`config.mk`:
```
export PLATFORM = sky130hd
export DESIGN_NAME = clint
export DESIGN_NICKNAME = d
export VERILOG_FILES = /design/src/rtl/clint.sv
export SDC_FILE = /design/constraint.sdc
export NUM_CORES = 1
export LEC_CHECK = 0
export ABC_AREA = 1
export BUFFER_PORTS_ARGS = -buffer_cell sky130_fd_sc_hd__buf_4
export CORE_MARGIN = 3
export CORE_UTILIZATION = 45
export DETAILED_ROUTE_END_ITERATION = 10
export HOLD_SLACK_MARGIN = 0.05
export PLACE_DENSITY = 0.64
export REMOVE_ABC_BUFFERS = 1
export SETUP_SLACK_MARGIN = 0.5
export SLEW_MARGIN = 0
export SYNTH_ARGS = -nofsm -noshare
export SYNTH_HDL_FRONTEND = slang
export SYNTH_SLANG_ARGS = --single-unit
```
`constraint.sdc`:
```
create_clock -name clk -period 1.7 [get_ports clk]
set_input_delay 0 -clock clk [delete_from_list [all_inputs] [get_ports clk]]
set_output_delay 0 -clock clk [all_outputs]
set_load 0.01 [all_outputs]
```
`src/rtl/clint.sv`:
```
// Core-local interruptor: machine timer (mtime/mtimecmp) and software interrupt (msip)
// behind a simple valid/ready memory port.
//
// Parameters
//   RTC_DIV    clk cycles per mtime increment (1..65535)
//   BASE_ADDR  device base address, 64 KiB aligned; the interconnect selects the device,
//              so only the in-window offset is decoded here
// Ports
//   clk         clock, all state updates on the rising edge
//   rst         synchronous, active-low reset
//   mem_valid   request valid, held by the master until mem_ready
//   mem_addr    byte address, bits [15:2] decoded
//   mem_wdata   write data
//   mem_wstrb   byte write enables, all-zero means read
//   mem_rdata   read data while mem_ready=1, otherwise 0
//   mem_ready   one-cycle completion pulse
//   timer_irpt  machine timer interrupt level
//   soft_irpt   machine software interrupt level
module clint #(
  parameter int unsigned RTC_DIV   = 1,
  parameter logic [31:0] BASE_ADDR = 32'h0200_0000
) (
  input  logic        clk,
  input  logic        rst,
  input  logic        mem_valid,
  input  logic [31:0] mem_addr,
  input  logic [31:0] mem_wdata,
  input  logic [3:0]  mem_wstrb,
  output logic [31:0] mem_rdata,
  output logic        mem_ready,
  output logic        timer_irpt,
  output logic        soft_irpt
);

  typedef enum logic [0:0] {StIdle, StResp} state_e;

  localparam logic [15:0] PrescMax = 16'(RTC_DIV - 1);

  // Word offsets (byte offset >> 2) of the implemented registers.
  localparam logic [13:0] WordMsip     = 14'h0000;
  localparam logic [13:0] WordCmpLo    = 14'h1000;
  localparam logic [13:0] WordCmpHi    = 14'h1001;
  localparam logic [13:0] WordMtimeLo  = 14'h2FFE;
  localparam logic [13:0] WordMtimeHi  = 14'h2FFF;

  state_e      state_q, state_d;
  logic [15:0] presc_q, presc_d;
  logic [63:0] mtime_q, mtime_d;
  logic [63:0] mtimecmp_q, mtimecmp_d;
  logic        msip_q, msip_d;
  logic [31:0] rdata_q, rdata_d;
  logic        timer_irpt_q, soft_irpt_q;

  logic [13:0] word;
  logic        accept;
  logic        wr;
  logic        tick;

  // Device selection happens upstream; the remaining address bits and the base are
  // deliberately ignored.
  logic unused_bits;
  assign unused_bits = ^{mem_addr[31:16], mem_addr[1:0], BASE_ADDR};

  assign word   = mem_addr[15:2];
  assign accept = (state_q == StIdle) && mem_valid;
  assign wr     = accept && (mem_wstrb != 4'b0000);
  assign tick   = (presc_q == PrescMax);

  function automatic logic [31:0] merge_bytes(input logic [31:0] old_val,
                                              input logic [31:0] new_val,
                                              input logic [3:0]  be);
    logic [31:0] res;
    res = old_val;
    for (int i = 0; i < 4; i++) begin
      if (be[i]) res[8*i +: 8] = new_val[8*i +: 8];
    end
    return res;
  endfunction

  // Handshake FSM next state.
  always_comb begin
    state_d = state_q;
    case (state_q)
      StIdle:  if (mem_valid) state_d = StResp;
      StResp:  state_d = StIdle;
      default: state_d = StIdle;
    endcase
  end

  // Read mux; captures pre-update register values at the acceptance edge.
  always_comb begin
    rdata_d = rdata_q;
    if (accept) begin
      case (word)
        WordMsip:    rdata_d = {31'b0, msip_q};
        WordCmpLo:   rdata_d = mtimecmp_q[31:0];
        WordCmpHi:   rdata_d = mtimecmp_q[63:32];
        WordMtimeLo: rdata_d = mtime_q[31:0];
        WordMtimeHi: rdata_d = mtime_q[63:32];
        default:     rdata_d = 32'b0;
      endcase
    end
  end

  // Prescaler, timer and register writes.
  always_comb begin
    presc_d    = tick ? 16'd0 : presc_q + 16'd1;
    mtime_d    = tick ? mtime_q + 64'd1 : mtime_q;
    mtimecmp_d = mtimecmp_q;
    msip_d     = msip_q;
    if (wr) begin
      case (word)
        WordMsip:    if (mem_wstrb[0]) msip_d = mem_wdata[0];
        WordCmpLo:   mtimecmp_d[31:0]  = merge_bytes(mtimecmp_q[31:0], mem_wdata, mem_wstrb);
        WordCmpHi:   mtimecmp_d[63:32] = merge_bytes(mtimecmp_q[63:32], mem_wdata, mem_wstrb);
        // A write to either mtime word overrides that cycle's increment entirely.
        WordMtimeLo: mtime_d = {mtime_q[63:32],
                                merge_bytes(mtime_q[31:0], mem_wdata, mem_wstrb)};
        WordMtimeHi: mtime_d = {merge_bytes(mtime_q[63:32], mem_wdata, mem_wstrb),
                                mtime_q[31:0]};
        default: ;
      endcase
    end
  end

  always_ff @(posedge clk) begin
    if (!rst) begin
      state_q      <= StIdle;
      presc_q      <= 16'd0;
      mtime_q      <= 64'd0;
      mtimecmp_q   <= 64'hFFFF_FFFF_FFFF_FFFF;
      msip_q       <= 1'b0;
      rdata_q      <= 32'd0;
      timer_irpt_q <= 1'b0;
      soft_irpt_q  <= 1'b0;
    end else begin
      state_q      <= state_d;
      presc_q      <= presc_d;
      mtime_q      <= mtime_d;
      mtimecmp_q   <= mtimecmp_d;
      msip_q       <= msip_d;
      rdata_q      <= rdata_d;
      timer_irpt_q <= (mtime_q >= mtimecmp_q);
      soft_irpt_q  <= msip_q;
    end
  end

  always_comb begin
    mem_ready  = (state_q == StResp);
    mem_rdata  = mem_ready ? rdata_q : 32'd0;
    timer_irpt = timer_irpt_q;
    soft_irpt  = soft_irpt_q;
  end

endmodule

```
==> results of run 1 <==
-- layer usage --
metal,vias up,track usage [%],routed length (um)
li1,7293,-,-
met1,7438,47.4,22600
met2,826,59.5,26200
met3,210,4.34,5610
met4,0,13.6,3140
met5,-,0,0
-- sequential cells by signal, indices dropped and copies added (netlist names) --
signal / flops
soft_irpt: 1
mtime_q: 64
msip_q: 1
rdata_q: 32
mem_ready: 1
presc_q: 16
mtimecmp_q: 64
timer_irpt: 1
-- how the worst min path moves through the flow --
stage / start / endpoint / slack, ns / cells past startpoint
after global routing: rst / presc_q[3] / 0.09 / 5
after floorplan: rst / mtimecmp_q[41] / 0.08 / 1
after global placement: mem_wdata[5] / mtimecmp_q[5] / 0.22 / 3
final: mem_addr[14] / msip_q / 0.06 / 6
after CTS: mem_valid / rdata_q[13] / 0.01 / 5
after detailed placement: mem_wdata[5] / mtimecmp_q[5] / 0.23 / 3
-- worst max-delay path, delay by kind of cell (launching register included) --
| family | cells | cell delay (ns) |
|---|---|---|
| adders and majority gates | 1 | 0.15 |
| and+or+nand+nor | 5 | 0.47 |
| buffers and inverters | 7 | 0.71 |
| AOI/OAI and AO/OA | 1 | 0.14 |
| DFF | 1 | 0.34 |
-- synthesized netlist by cell type, types with 27 or more instances --
cell type,n
nand2_1,555
dfxtp_1,180
ha_1,67
nor3_1,27
o21ai_0,107
nand4_1,39
inv_1,229
o22ai_1,32
nor2_1,218
a21oi_1,178
clkbuf_1,34
nand3_1,113
-- cells by family after synthesis --
logic type,after synthesis
AND/OR/NAND/NOR,1016
AO/OA/AOI/OAI,368
adder cells (fa/ha/maj),67
buffers and inverters,318
flip-flops,180
XOR/XNOR,19
-- cell usage in the layout, fill, tap and decap left out, types with 26 or more instances in the layout --
| master | instances |
|---|---|
| nand2_1 | 435 |
| buf_4 | 311 |
| inv_1 | 177 |
| nor2_1 | 171 |
| dfxtp_1 | 131 |
| a21oi_2 | 90 |
| a21oi_1 | 87 |
| buf_6 | 85 |
| nand2_4 | 79 |
| nand3_1 | 76 |
| inv_2 | 58 |
| nand2_2 | 50 |
| ha_1 | 46 |
| o21ai_0 | 43 |
| nor2_4 | 42 |
| nand4_1 | 39 |
| o21ai_1 | 37 |
| nand3_2 | 34 |
| dlygate4sd3_1 | 34 |
| dfxtp_2 | 33 |
| o22ai_1 | 32 |
| buf_12 | 32 |
| o21ai_2 | 31 |
| nor2_2 | 26 |
| o211ai_1 | 26 |
-- cell type report --
cell class / count / area (um^2) / share of cell area (%)
repair buffers: 481 / 4740 / 23.7
well taps: 335 / 419 / 2.09
clock inverters: 14 / 133 / 0.662
clock buffers: 18 / 439 / 2.19
flip-flops and latches: 180 / 3700 / 18.5
repair inverters: 1 / 7.51 / 0.0375
multi-input cells: 1471 / 9610 / 48.0
inverters: 245 / 968 / 4.84
-- what timing repair did --
item,CTS,global route
hold endpoints to repair,118,0
hold buffers,34,0
setup buffers,18,26
gates cloned,10,10
gates resized for setup,479,356
setup endpoints to repair,212,211
pin swaps,108,102
-- stage by stage --
| stage | hold WS [ns] | power, W | instance area, um^2 | utilization (%) |
|---|---|---|---|---|
| 6_report | 0.0550 | 0.00943 | 20000 | 75.8 |
| 5_1_grt | 0.0866 | 0.00962 | 20000 | 75.8 |
| 4_1_cts | 0.0121 | 0.00910 | 18300 | 69.2 |
| 3_5_place_dp | 0.229 | 0.00488 | 15500 | 58.5 |
| 3_3_place_gp | 0.222 | 0.00488 | 15500 | 58.5 |
| 2_1_floorplan | 0.0841 | 0.00454 | 11900 | - |
-- report_power, final --
part / total [W] / leakage, nW / switching [W] / internal, W
Sequential: 0.00421 / 1.47 / 0.0000144 / 0.00420
Combinational: 0.00112 / 7.98 / 0.000627 / 0.000494
Clock: 0.00410 / 0.281 / 0.00211 / 0.00199
==> qor.csv, run 1 <==
metric,value,unit
drv_cap,0,
vias,15800,
ctsRootBufferMaster,clkbuf_16,
synth_flop_cell,dfxtp_1,
synth_xor_area_share,1.36,%
rows,59,
status,"complete, but fails checks",
syn_inst,1968,
reg2reg_setup_slack,-0.22,ns
grt_overflow,0,
drive_gt1_share,42.4,%
start_util,46.4,%
placedCellCount,2615,
ant_nets,0,
ys_types,44,
worstReg2RegEnd,presc_q[10],
critical_path_class,reg2reg,
clockBufferDepth,2,
slew_headroom,53.7,%
cp_common_cell,nor2_4,
grt_pass1_vias,14800,
die_w,171,um
grt_max_degree,67,
synth_adder_area_share,6.84,%
grt_pass1_wl,81100,um
viasPerCell,5.74,
period_share,113,%
cp-end-kind,flip-flop,
clkLatencyLatePin,0.46,ns
htreeDepth,4,
synthArstFlopShare,0,%
synth_top_area_share,29.4,%
r2r-start,presc_q[0],
antenna_found_initial,0,
synth_area,12300,um^2
fin_skew,0.0172,ns
worst_pin_slew,0.694,ns
slew_viol_final,0,
violations,setup timing,
hold_viol,0,
cts_sinks,180,
crit_path_top_delay_cell,dfxtp_2,
synth_top_cells_by_area,"dfxtp_1, nand2_1, a21oi_1, inv_1, ha_1",
setup-tns-final,-10.30,ns
core_area,26400,um^2
syn_to_final_growth,63.4,%
drt-total-wl,57500,um
rsz0062_at_grt,true,
max_stage_delay,0.34,ns
wl_per_cell,21.0,um
endpoint,presc_q[10],
yosys.area_share.simple,35.6,%
io_pins,106,
dp_hpwl,36300,um
critical_path_arrival,2.30,ns
finalCriticalPeriod,1.92,ns
worst-path-max-fanout,5,
worstPathCellList,inv_2 > ha_4 > inv_4 > nor2_4 > nand2_2 > nor2_4 > buf_6 > nand2_8 > buf_12 > inv_8 > buf_12 > nor2_4 > clkinvlp_4 > a21oi_2,
finalSetupViolations,77,
hold_class,in2reg,
ir_drop,0.000453,V
critical_path_required,2.08,ns
synth_compound_area_share,16.4,%
n_antenna_cell,0,
ys_seq_elements,180,
synth_edf_count,0,
cts_buffers,17,
final_critical_path_setup_slack,-0.220,ns
gp_congestion,0.993,
layout.cells.non_filler,2745,
crit_path_start,presc_q[0],
fillers,2043,
fp.dieH,171,um
dieArea,29300,um^2
drt_pass1_iterations,6,
layout.nets,2535,
port_buffers,87,
synth_area_leader_cell,dfxtp_1,
synth_top_family_by_area,simple AND/OR/NAND/NOR gates,
path_clk_slew,0.08,ns
fmax,0.521,GHz
ys_warn_count,0,
start_kind,flip-flop,
dr.first_iter.drc_count,1580,
cts_tree,built,
ys_seq_area_share,29.4,%
reg2regPathDepth,14,
power.density,471,nW/um^2
p_leak,9.74,nW
drcViolationCount,0,
synth.area.mux_share,0,%
track_usage,35.7,%
preCtsSetupSlack,-0.275,ns
postSynthAreaPerCell,6.23,um^2
Note: power is estimated with default switching activity, not from simulation.
==> run 2: changes to the inputs <==
==> constraint.sdc (replaced) <==
create_clock -name clk -period 1.7 [get_ports clk]
set_input_delay 0.34 -clock clk [delete_from_list [all_inputs] [get_ports clk]]
set_output_delay 0.34 -clock clk [all_outputs]
set_load 0.05 [all_outputs]
==> qor.csv, run 2 (synthesized netlist as in run 1, its figures left out) <==
metric,value,unit,change
drive_gt1_share,41.4,%,-0.97 points
fin_hold_ws,0.111,ns,+0.0564 ns
ant_nets,0,,unchanged
dp_hpwl,35900,um,-1.0%
r2r-start,mtime_q[21],,
preCtsSetupSlack,-0.426,ns,-0.151 ns
rsz0062_at_grt,true,,
final_critical_path_setup_slack,-0.280,ns,-0.0597 ns
grtUsageMet1,47.1,%,-0.28 points
die_w,171,um,unchanged
start_kind,flip-flop,,
core_area,26400,um^2,unchanged
worstReg2RegEnd,mtime_q[51],,
io_pins,106,,unchanged
grt_pass1_wl,79800,um,-1.5%
ir_drop,0.000571,V,+26%
drv_cap,0,,unchanged
worstPathCellList,buf_4 > nand2_1 > nor2_2 > nand3_2 > nor2_2 > buf_4 > nand4_1 > nand2_1 > nand3_1 > a21oi_1,,
clockBufferDepth,2,,unchanged
hp-start,mem_wdata[5],,
setup-tns-final,-19.06,ns,-8.75 ns
layout.cells.non_filler,2734,,-0.40%
reg2regPathDepth,10,,-4
cts_sinks,180,,unchanged
gp_congestion,1.01,,+2.0%
drt-total-wl,56000,um,-2.7%
path_clk_slew,0.08,ns,about the same
grt_pass1_vias,14500,,-2.1%
power.density,478,nW/um^2,+1.6%
fin_skew,0.0141,ns,-0.00316 ns
hold_viol,0,,unchanged
hold_class,in2reg,,
mostFrequentLayoutCell,nand2_1,,
slew_headroom,58.2,%,+4.4 points
fillers,2031,,-0.59%
antenna_found_initial,1,,+1
dieArea,29300,um^2,unchanged
rows,59,,unchanged
finalSetupViolations,158,,+110%
grt_overflow,0,,unchanged
cts_buffers,17,,unchanged
htreeDepth,4,,unchanged
ctsRootBufferMaster,clkbuf_16,,
grt_max_degree,54,,-19%
clkLatencyLatePin,0.45,ns,about the same
slew_viol_final,0,,unchanged
met2_usage,57.6,%,-1.9 points
reg2reg_setup_slack,-0.28,ns,-0.06 ns
critical_path_class,reg2reg,,
port_buffers,87,,unchanged
drt_pass1_iterations,6,,unchanged
worst-path-max-fanout,5,,unchanged
holdPathStages,3,,-3
start_util,46.4,%,unchanged
layout.nets,2524,,-0.43%
p_leak,9.84,nW,+1.0%
period_share,116,%,+3.5 points
final_area,19800,um^2,-1.0%
fp.dieH,171,um,unchanged
max_stage_delay,0.38,ns,+0.04 ns
status,"complete, but fails checks",,
hold_path_end,mtimecmp_q[5],,
viasPerCell,5.66,,-1.5%
critical_path_required,2.07,ns,about the same
syn_to_final_growth,61.7,%,
violations,setup timing,,
n_antenna_cell,0,,unchanged
cp-end-kind,flip-flop,,
crit_path_top_delay_cell,dfxtp_2,,
reg_top3,"mtime_q x64, mtimecmp_q x64, rdata_q x32",,
dr.first_iter.drc_count,1627,,+3.0%
finalCriticalPeriod,1.98,ns,+0.0597 ns
placedCellCount,2645,,+1.1%
worst_pin_slew,0.627,ns,-0.0666 ns
top_usage_layer,met2,,
mostFrequentLayoutCells,"nand2_1, buf_4, inv_1, nor2_1, dfxtp_1",,
area.sequential,3660,um^2,-1.2%
dpl_cell_area,15700,um^2,+1.5%
fmax,0.505,GHz,-3.0%
cts_tree,built,,
multiInputGateArea,9370,um^2,-2.5%
critical_path_arrival,2.35,ns,+0.05 ns
track_usage,35.3,%,-0.41 points
wl_per_cell,20.5,um,-2.3%
drcViolationCount,0,,unchanged
use_met3,5.38,%,+1.0 points
vias,15500,,-1.9%
[run 2: cell types whose count changed in the layout (fill, tap and decap cells not counted), sizes merged]
| cell | previous run | this run |
|---|---|---|
| dlygate4sd3 | 34 | 0 |
| clkbuf | 26 | 21 |
| clkinv | 6 | 8 |
| bufbuf | 1 | 0 |
| bufinv | 0 | 1 |
| inv | 251 | 249 |
| buf | 438 | 465 |
| clkinvlp | 3 | 4 |
[run 2: worst max-delay path: cells and delay by family (launching register included)]
family                 cells  cell delay, ns
AND/OR/NAND/NOR            7            1.10
flip-flops                 1            0.38
buffers and inverters      2            0.30
AO/OA/AOI/OAI              1            0.13
[run 2: metrics by stage]
stage	util, %	total power, W
after floorplan	-	0.00455
after CTS	68.8	0.00928
final	75.0	0.00948
after global placement	59.4	0.00491
after global routing	75.0	0.00971
after detailed placement	59.4	0.00491
[run 2: worst max-delay path by stage]
| stage | from | endpoint | depth (start not counted) |
|---|---|---|---|
| 6_report | mtime_q[21] | mtime_q[51] | 10 |
| 5_1_grt | presc_q[0] | mtime_q[44] | 15 |
| 4_1_cts | presc_q[0] | mtime_q[7] | 14 |
| 3_5_place_dp | mtime_q[39] | mtime_q[63] | 10 |
| 3_3_place_gp | mtime_q[39] | mtime_q[63] | 10 |
| 2_1_floorplan | mem_ready | mtime_q[21] | 8 |
[run 2: where the power goes]
group	leakage (nW)	switching, W	internal [W]
logic	8.08	0.000614	0.000448
registers	1.47	0.0000153	0.00421
clock network	0.291	0.00210	0.00209
total	9.84	0.00273	0.00675
[run 2: per-layer routing]
layer  part of all wire [%]  wire length (um)
met2                     45             25400
met5                  0.018                10
met4                    5.2              2890
met3                    7.5              4220
met1                     42             23400
[run 2: area by class of cell]
class                      count  area share, %
clock inverter                15          0.808
timing repair buffer         469           24.2
tap                          335           2.11
timing repair inverter         2         0.0757
sequential                   180           18.5
multi-input combinational   1471           47.3
inverter                     245           4.95
clock buffer                  17           2.15
[run 2: repair_timing]
item	4_1_cts	5_1_grt
gates cloned	13	4
hold buffers	0	0
setup buffers	22	18
setup endpoints to repair	213	214
pin swaps	86	108
resized for setup	430	383
